**config.mk**
```make
export PLATFORM = sky130hd
export DESIGN_NAME = hs_snapshot_n
export DESIGN_NICKNAME = d
export VERILOG_FILES = /design/src/rtl/hs_pkg.sv /design/src/rtl/hs_rise_det.sv /design/src/rtl/hs_snapshot_n.sv
export SDC_FILE = /design/constraint.sdc
export NUM_CORES = 1
export LEC_CHECK = 0
export CAP_MARGIN = 15
export CORE_MARGIN = 3
export CORE_UTILIZATION = 52
export CTS_CLUSTER_SIZE = 40
export DETAILED_ROUTE_END_ITERATION = 10
export PLACE_DENSITY = 0.89
export SLEW_MARGIN = 20
export SYNTH_ARGS = -nofsm -noshare
export SYNTH_HDL_FRONTEND = slang
export SYNTH_SLANG_ARGS = --single-unit
```
**constraint.sdc**
```tcl
create_clock -name reloj_nex -period 3 [get_ports reloj_nex]
set_input_delay 0.3 -clock reloj_nex [delete_from_list [all_inputs] [get_ports reloj_nex]]
set_output_delay 0.3 -clock reloj_nex [all_outputs]
set_load 0.02 [all_outputs]
```
**src/rtl/hs_pkg.sv**
```systemverilog
// Shared definitions for the req/ack snapshot block: capture FSM states,
// MODE selector values and default parameter values.
package hs_pkg;

   localparam int MODE_LEGACY = 0;
   localparam int MODE_REQACK = 1;

   localparam int DEF_CH_COUNT  = 12;
   localparam int DEF_DATA_W    = 8;
   localparam int DEF_MAX_RETRY = 3;
   localparam int DEF_CNT_W     = 8;
   localparam int DEF_MODE      = MODE_REQACK;

   typedef enum logic [2:0] {
      IDLE     = 3'd0,
      SAMPLE_A = 3'd1,
      SAMPLE_B = 3'd2,
      COMMIT   = 3'd3,
      ACK_HOLD = 3'd4
   } hs_state_t;

endpackage

```
**src/rtl/hs_rise_det.sv**
```systemverilog
// Request edge detector: registers the request and flags a low-to-high change.
// req_q resets high so a request held through reset never looks like a rise.
module hs_rise_det (
   input  logic clk,
   input  logic reset,
   input  logic req,
   output logic rise
);

   logic req_q;

   always_ff @(posedge clk) begin
      if (reset) begin
         req_q <= 1'b1;
      end else begin
         req_q <= req;
      end
   end

   assign rise = req & ~req_q;

endmodule

```
**src/rtl/hs_snapshot_n.sv**
```systemverilog
// Multi-channel coherent snapshot register with a req/ack handshake; the live
// data is re-sampled until two consecutive samples agree on the masked channels.
module hs_snapshot_n
   import hs_pkg::*;
#(
   parameter int CH_COUNT  = DEF_CH_COUNT,
   parameter int DATA_W    = DEF_DATA_W,
   parameter int MAX_RETRY = DEF_MAX_RETRY,
   parameter int CNT_W     = DEF_CNT_W,
   parameter int MODE      = DEF_MODE
) (
   input  logic                       reloj_nex,
   input  logic                       reset,
   input  logic [CH_COUNT*DATA_W-1:0] datos_a,
   input  logic [CH_COUNT-1:0]        ch_mask,
   input  logic                       hs_req,
   output logic                       hs_ack,
   output logic [CH_COUNT*DATA_W-1:0] datos_o,
   output logic                       busy,
   output logic                       snap_valid,
   output logic                       snap_err,
   output logic [CNT_W-1:0]           snap_count
);

   localparam int TOT_W   = CH_COUNT * DATA_W;
   localparam int RETRY_W = $clog2(MAX_RETRY + 2);
   localparam logic [RETRY_W-1:0] RETRY_MAX = RETRY_W'(MAX_RETRY);

   hs_state_t          state;
   logic [TOT_W-1:0]   shadow;
   logic [TOT_W-1:0]   mask_bits;
   logic [RETRY_W-1:0] retry_cnt;
   logic               err_nx;
   logic               rise;
   logic               stable;

   hs_rise_det u_rise (
      .clk   (reloj_nex),
      .reset (reset),
      .req   (hs_req),
      .rise  (rise)
   );

   // Each mask bit widened over its channel so whole words can be merged at once.
   for (genvar i = 0; i < CH_COUNT; i++) begin : g_mask
      assign mask_bits[i*DATA_W +: DATA_W] = {DATA_W{ch_mask[i]}};
   end

   assign stable = ((datos_a ^ shadow) & mask_bits) == '0;

   always_ff @(posedge reloj_nex) begin
      if (reset) begin
         state      <= IDLE;
         shadow     <= '0;
         retry_cnt  <= '0;
         err_nx     <= 1'b0;
         datos_o    <= '0;
         hs_ack     <= 1'b0;
         busy       <= 1'b0;
         snap_valid <= 1'b0;
         snap_err   <= 1'b0;
         snap_count <= '0;
      end else if (MODE == MODE_LEGACY) begin
         if (hs_req) begin
            datos_o    <= (datos_o & ~mask_bits) | (datos_a & mask_bits);
            snap_valid <= 1'b1;
         end
         hs_ack <= hs_req;
         if (rise) begin
            snap_count <= snap_count + CNT_W'(1);
         end
      end else begin
         case (state)
            IDLE: begin
               if (rise) begin
                  state <= SAMPLE_A;
                  busy  <= 1'b1;
               end
            end
            SAMPLE_A: begin
               shadow    <= datos_a;
               retry_cnt <= '0;
               state     <= SAMPLE_B;
            end
            // On exhaustion the newest sample is committed and flagged as suspect.
            SAMPLE_B: begin
               if (stable) begin
                  err_nx <= 1'b0;
                  state  <= COMMIT;
               end else begin
                  shadow <= datos_a;
                  if (retry_cnt < RETRY_MAX) begin
                     retry_cnt <= retry_cnt + RETRY_W'(1);
                  end else begin
                     err_nx <= 1'b1;
                     state  <= COMMIT;
                  end
               end
            end
            COMMIT: begin
               datos_o    <= (datos_o & ~mask_bits) | (shadow & mask_bits);
               snap_valid <= 1'b1;
               snap_err   <= err_nx;
               snap_count <= snap_count + CNT_W'(1);
               hs_ack     <= 1'b1;
               state      <= ACK_HOLD;
            end
            ACK_HOLD: begin
               if (!hs_req) begin
                  hs_ack <= 1'b0;
                  busy   <= 1'b0;
                  state  <= IDLE;
               end
            end
            default: begin
               state <= IDLE;
               busy  <= 1'b0;
            end
         endcase
      end
   end

endmodule

```
==> summary.txt, run 1 <==
Power and ir drop
  • Leak pwr: 4.199 nW
  • Power Density: 557.5 nW/um^2
  • P_int: 5.406 mW
  • Tot Pwr: around 7.5 mW
  • Switching part of the total: 0.2763
  • Clock share of power: 0.386
  • Combinational share of power: 0.174
  • Share of power burned in registers: 0.440
  • Switching pwr: ~2.1 mW
  • Largest vdd supply drop: a little under 0.5 mV

Final layout
  • Share of cells above drive strength 1: 0.08870
  • Final Instance Area: 13400 sq um
  • # diodes: 0
  • Nets: 1496
  • Area Growth Syn to Fin: 30.12%

Yosys
  • Compound-gate portion of the synthesized area: 0.2993
  • Syn nets: 1334
  • Yosys cell types: 37
  • Synthesized instance count: 1221
  • Synth area leader: dfxtp_1
  • Mux share of post-synthesis cell area: 0.001944
  • Synth warn: 0
  • Number of synthesized flops with an enable pin: 0
  • Main combinational cell family by area after synthesis: compound AO/OA/AOI/OAI gates
  • Simple-gate area share of the yosys netlist: 0.1515
  • Flop and latch count out of synthesis: roughly 210
  • Top area cells in the synthesized netlist: dfxtp_1, xnor2_1, nand2_1
  • Syn Area/Cell: 8.433 sq um
  • Predominant post-synthesis flop cell: dfxtp_1
  • Top-area cell type share of the netlist area: 0.4122
  • Synth cell count leaders: dfxtp_1, nand2_1, nor2_1, a21oi_1, xnor2_1
  • FFs w/ async S/R, synth: 0
  • Mapped Area: between 10000 and 15000 sq um
  • Dominant cell by count in the synthesized netlist: dfxtp_1
  • Adder-Cell Fraction of Synth Area: 0.002430
  • Xor/xnor share of the synthesized area: 0.08847
  • Sequential element share of the synthesized area: 0.4122

Drt
  • Antenna-violating nets left: 0
  • First-pass DRT Iterations: 5
  • DRC: 0
  • WL per Instance: 18.45 microns
  • Vias: 10150
  • Initial DRC Count: 816
  • Total Wirelength: 30580 microns
  • Via density: 6.122

Die
  • Die ar.: 21530 sq um
  • Die width: 146.7 microns
  • # rows: 50
  • Initial Util: 0.5396
  • Core ar.: 19080 sq um
  • I/O pin count: 219
  • Chip height: approximately 150 microns

Timing
  • Period minus WS final: 2532 ps
  • Setup Skew: 13.30 ps
  • Hold Vio Cnt, Final: 0
  • Final hold slack: about 250 ps
  • Finish-stage setup viols: 0
  • RSZ-0062 raised after global routing: no
  • Max Slew Vio Count: 0
  • Worst Tran Pin Value: 829.5 ps
  • Setup Total Neg Slack: 0 ps
  • Peak Freq: 394.9 MHz
  • Period utilisation layout: 0.8441
  • Relative slew slack: 0.4428

Clocking
  • CTS sink cnt: 212
  • CTS tree: yes
  • Clk slew on worst S/H paths: 60 ps
  • Resize count post-CTS: 0
  • Clk Latency, worst-skew pair: just over 500 ps
  • CTS Hold Bufs: 0
  • Clock Path Buffers: 3
  • Clk root buf: clkbuf_16
  • CTS buffer count: 22
  • H-tree Lvls: 1
  • Post-CTS Setup Bufs: 0

Run
  • Max-cap viol count: 0

Worst setup path
  • Critical path capture point type: flip-flop
  • Startpoint Class: flip-flop
  • CP Max Fanout: 68
  • Worst Path Required: 3450 ps
  • Worst endpoint data arrival time: 2980 ps
  • Worst Path Class, Setup: flip-flop to flip-flop

Global routing
  • First-pass GRT wire length: 49130 microns
  • GRT overflow: 0
  • Largest net degree at the start of global routing: 81
  • Initial antenna violation count: 0
  • Gr usage total: 0.2673
  • Vias in the first global route: 9712

Run status
  • Status: finished clean

Placed design
  • DP Area: 12640 sq um
  • Routability cong.: 0.7906
  • Hpwl dp: a little under 20000 microns
  • IO Port Bufs: 218

Min path
  • Min-Delay Path Class: input port to flip-flop
## per-stage QoR
| stage | setup slack [ps] | utilization | instances |
|---|---|---|---|
| after floorplan | 855.8 | - | 1221 |
| after global placement | 61.83 | 0.6622 | 1619 |
| after detailed placement | -7.598 | 0.6622 | 1619 |
| after CTS | 417.9 | 0.7022 | 1658 |
| after global routing | 358.6 | 0.7022 | 1658 |
| final | 467.6 | 0.7022 | 1658 |
## worst paths after layout
kind	to	depth (start not counted)	startpoint	slack [ps]
max	shadow[10]	9	shadow[41]	470
min	busy	2	reset	250
max reg2reg	shadow[10]	9	shadow[41]	470
min reg2reg	flip-flop	2	flip-flop	450
## final cells by class
type / count / area, sq um
well taps: 260 / 325.3
fillers: 1409 / 5683
inverters: 4 / 16.27
repair buffers: 241 / 2419
flip-flops and latches: 212 / 4248
clock buffers: 34 / 686.9
clock inverters: 5 / 75.07
multi-input cells: 902 / 5628
## kinds of logic (layout without fill, tap and decap cells)
kind of cell / count (synthesis) / in the layout
compound gates: 415 / 415
xor+xnor: 104 / 104
fa+ha+maj: 2 / 2
mux: 2 / 2
flops: 212 / 212
simple gates: 379 / 379
buf+inv: 107 / 284
## power by group through the flow
stage	logic [mW]	registers (mW)	clock network (mW)
floorplan	0.912	3.26	0
global placement	1.24	3.32	0
detailed placement	1.29	3.33	0
CTS	1.29	3.28	2.90
global route	1.42	3.32	3.02
finish	1.30	3.29	2.88
## critical path: stages (launching register included)
cell	delay, ps
dfxtp_1	440
xnor2_1	140
nand4_1	110
o21ai_0	330
buf_4	180
nand4_1	180
buf_4	220
o31ai_4	220
buf_12	330
o221a_2	250
## metal layers
layer | part of all wire | global-route usage | up-vias | wire length (microns)
li1 | - | - | 4826 | -
met1 | 0.42 | 0.3438 | 4841 | 12690
met2 | 0.48 | 0.4496 | 416 | 14600
met3 | 0.078 | 0.05645 | 68 | 2373
met4 | 0.030 | 0.08749 | 0 | 918
met5 | 0 | 0 | - | 0
## layout by cell type (no fill, tap or decap), types with 5 or more instances in the layout
master           instances
o21ai_1                  8
nand2_1                210
buf_4                   18
o221a_1                 40
xor2_1                   5
a211oi_1                98
o221a_2                 56
and2_1                  11
nor2_1                 112
xnor2_1                 99
a21oi_1                101
clkdlybuf4s50_1        217
clkbuf_8                 7
o21ai_0                  5
dfxtp_1                211
buf_12                   5
o22ai_1                 96
nand4_1                 29
clkbuf_16               23
Note: power is estimated with default switching activity, not from simulation.
==> inputs of run 2 (changes only) <==
--- a/config.mk
+++ b/config.mk
@@ -7,10 +7,10 @@
 export LEC_CHECK = 0
 export CAP_MARGIN = 15
 export CORE_MARGIN = 3
-export CORE_UTILIZATION = 52
+export CORE_UTILIZATION = 47
 export CTS_CLUSTER_SIZE = 40
 export DETAILED_ROUTE_END_ITERATION = 10
-export PLACE_DENSITY = 0.89
+export PLACE_DENSITY = 0.86
 export SLEW_MARGIN = 20
 export SYNTH_ARGS = -nofsm -noshare
 export SYNTH_HDL_FRONTEND = slang
==> constraint.sdc (replaced) <==
create_clock -name reloj_nex -period 2.1 [get_ports reloj_nex]
set_input_delay 0.21 -clock reloj_nex [delete_from_list [all_inputs] [get_ports reloj_nex]]
set_output_delay 0.21 -clock reloj_nex [all_outputs]
set_load 0.02 [all_outputs]
==> run 2 against run 1 <==
The run now ends with setup timing left; combinational power increased by 110%; sequential power rose by 37%; critical endpoint is now shadow[20]; clock-buffer cell count unchanged; highest routed layer is now met5; final cell count rose by 13%; first-iteration DRC count grew 6.7%; critical path type unchanged.
==> summary.txt, run 2 (synthesized netlist as in run 1, its figures left out) <==
Run status
  • Status: complete, but fails checks
  • Violated checks: setup timing

Worst setup path
  • CP Buf/Inv Count: 2
  • CP max-delay cell: or4_4
  • Critical R2R Launch: shadow[74]
  • Critical path capture point type: flip-flop
  • Startpoint Class: flip-flop
  • Worst path max stage delay: around 530 ps
  • Worst Path Required: 2500 ps
  • Cells on worst reg2reg path: 8
  • WP depth: 8
  • Worst endpoint data arrival time: 2710 ps
  • Delay-heaviest family, CP: simple AND/OR/NAND/NOR gates
  • Critical Path, Cell by Cell: xnor2_1 > nand4_1 > o21ai_1 > buf_4 > nand4_1 > or4_4 > buf_12 > o221a_2
  • R2r endpoint: shadow[20]
  • CP Max Fanout: 36
  • Reg2Reg Setup Slack: -210 ps
  • Worst Path Class, Setup: flip-flop to flip-flop
  • Most used cell, CP: nand4_1

Global routing
  • Gr usage total: 0.2729
  • Met2 GRT Util: 0.4590
  • Vias in the first global route: 11000
  • Global routing usage on met1: 0.3440
  • Initial antenna violation count: 2
  • GRT overflow: 0
  • First-pass GRT wire length: 54960 microns
  • Largest net degree at the start of global routing: 67
  • Met3 Usage GRT: 0.05854
  • Busiest grt layer: met2

Die
  • Initial Util: 0.4837
  • Die ar.: 23720 sq um
  • Die width: around 150 microns
  • Core ar.: between 20000 and 25000 sq um
  • # rows: 53
  • I/O pin count: 219
  • Chip height: 154.0 microns

Drt
  • DRC: 0
  • Initial DRC Count: slightly below 900
  • First-pass DRT Iterations: 5
  • WL per Instance: 18.47 microns
  • Vias: 11100
  • Antenna-violating nets left: 0
  • Via density: 5.940
  • Total Wirelength: 34510 microns

Timing
  • Peak Freq: 432.3 MHz
  • Setup Skew: 16.54 ps
  • Setup Total Neg Slack: -17980 ps
  • Period minus WS final: 2313 ps
  • Period utilisation layout: 1.102
  • Worst Tran Pin Value: 788.2 ps
  • Finish-stage setup viols: 96
  • Hold Vio Cnt, Final: 0
  • PnR worst setup slack: -213.2 ps
  • Final hold slack: 60.99 ps
  • Max Slew Vio Count: 0
  • Relative slew slack: 0.4745
  • RSZ-0062 raised after global routing: yes

Min path
  • Min-Delay Path Class: input port to flip-flop
  • Worst hold path startpoint: reset
  • WHS Endpoint: snap_err
  • Hold path cells: 2

Power and ir drop
  • Leak pwr: 5.256 nW
  • Power Density: ~760 nW/um^2
  • Largest vdd supply drop: 0.5374 mV

Clocking
  • Post-CTS Setup Bufs: 0
  • CTS tree: yes
  • Clock Path Buffers: 3
  • CTS buffer count: 24
  • H-tree Lvls: 1
  • Clk slew on worst S/H paths: about 60 ps
  • Clk Latency, worst-skew pair: 520 ps
  • Clk root buf: clkbuf_16
  • CTS sink cnt: 212

Final layout
  • Share of cells above drive strength 1: 0.2255
  • Register area: 4294 sq um
  • Area occupied by multi-input gates: 5667 sq um
  • Nets: 1690
  • Commonest non-fill, non-tap cell in the layout: clkdlybuf4s50_1
  • Area Growth Syn to Fin: 46.69%
  • Final Util: 0.7095
  • Final Instance Area: 15100 sq um
  • Commonest cells after routing, fill and taps aside: clkdlybuf4s50_1, nand2_1, buf_4
  • Fillers: roughly 1500

Run
  • Max-cap viol count: 0

Placed design
  • IO Port Bufs: between 200 and 250
  • Routability cong.: 0.8197
  • DP Area: 14270 sq um
  • Hpwl dp: 23140 microns
-- run 2: timing repair --
item | 4_1_cts | 5_1_grt
pin swaps | 1 | 2
endpoints found under the hold margin | 0 | 0
setup endpoints to repair | 96 | 96
hold buffers | 0 | 0
gates resized for setup | 7 | 1
-- run 2: worst max path at each step --
stage                            from         end  slack (ps)
after detailed placement  datos_a[63]  shadow[20]        -610
after floorplan            shadow[48]  shadow[55]          -4
after CTS                  shadow[62]  shadow[20]        -180
after global routing       shadow[61]  shadow[91]        -250
final                      shadow[74]  shadow[20]        -210
after global placement    datos_a[34]   shadow[0]        -560
-- run 2: area by class of cell --
type                            instances  area share
Tap cell                              275     0.02278
Sequential cell                       212      0.2843
Inverter                                4    0.001077
Antenna cell                            1   0.0001657
Timing Repair Buffer                  433      0.2641
Clock buffer                           34     0.04631
Clock inverter                          7    0.006048
Multi-Input combinational cell        902      0.3752
-- run 2: per-layer routing --
layer,share of wire,routed length (microns)
met1,0.41,14150
met2,0.48,16510
met3,0.075,2583
met4,0.037,1260
met5,0.00038,13
-- run 2: report_power, final --
part | internal (mW) | switching (mW)
logic | 1.40 | 1.28
clock network | 2.55 | 1.68
registers | 4.31 | 0.198
total | 8.26 | 3.16
-- run 2: stage by stage --
step | power (mW) | cells | worst slack, ps
detailed placement | 7.188 | 1826 | -605.2
global placement | 7.067 | 1826 | -557.0
global route | 11.86 | 1868 | -253.1
CTS | 11.43 | 1867 | -182.9
finish | 11.42 | 1868 | -213.2
floorplan | 5.982 | 1221 | -4.407
-- run 2: worst reg2reg max path, delay by kind of cell (launching register included) --
family / cells / cell delay (ps)
xor+xnor: 1 / 240
simple gates: 3 / 800
buf+inv: 2 / 350
flops: 1 / 330
compound gates: 2 / 470
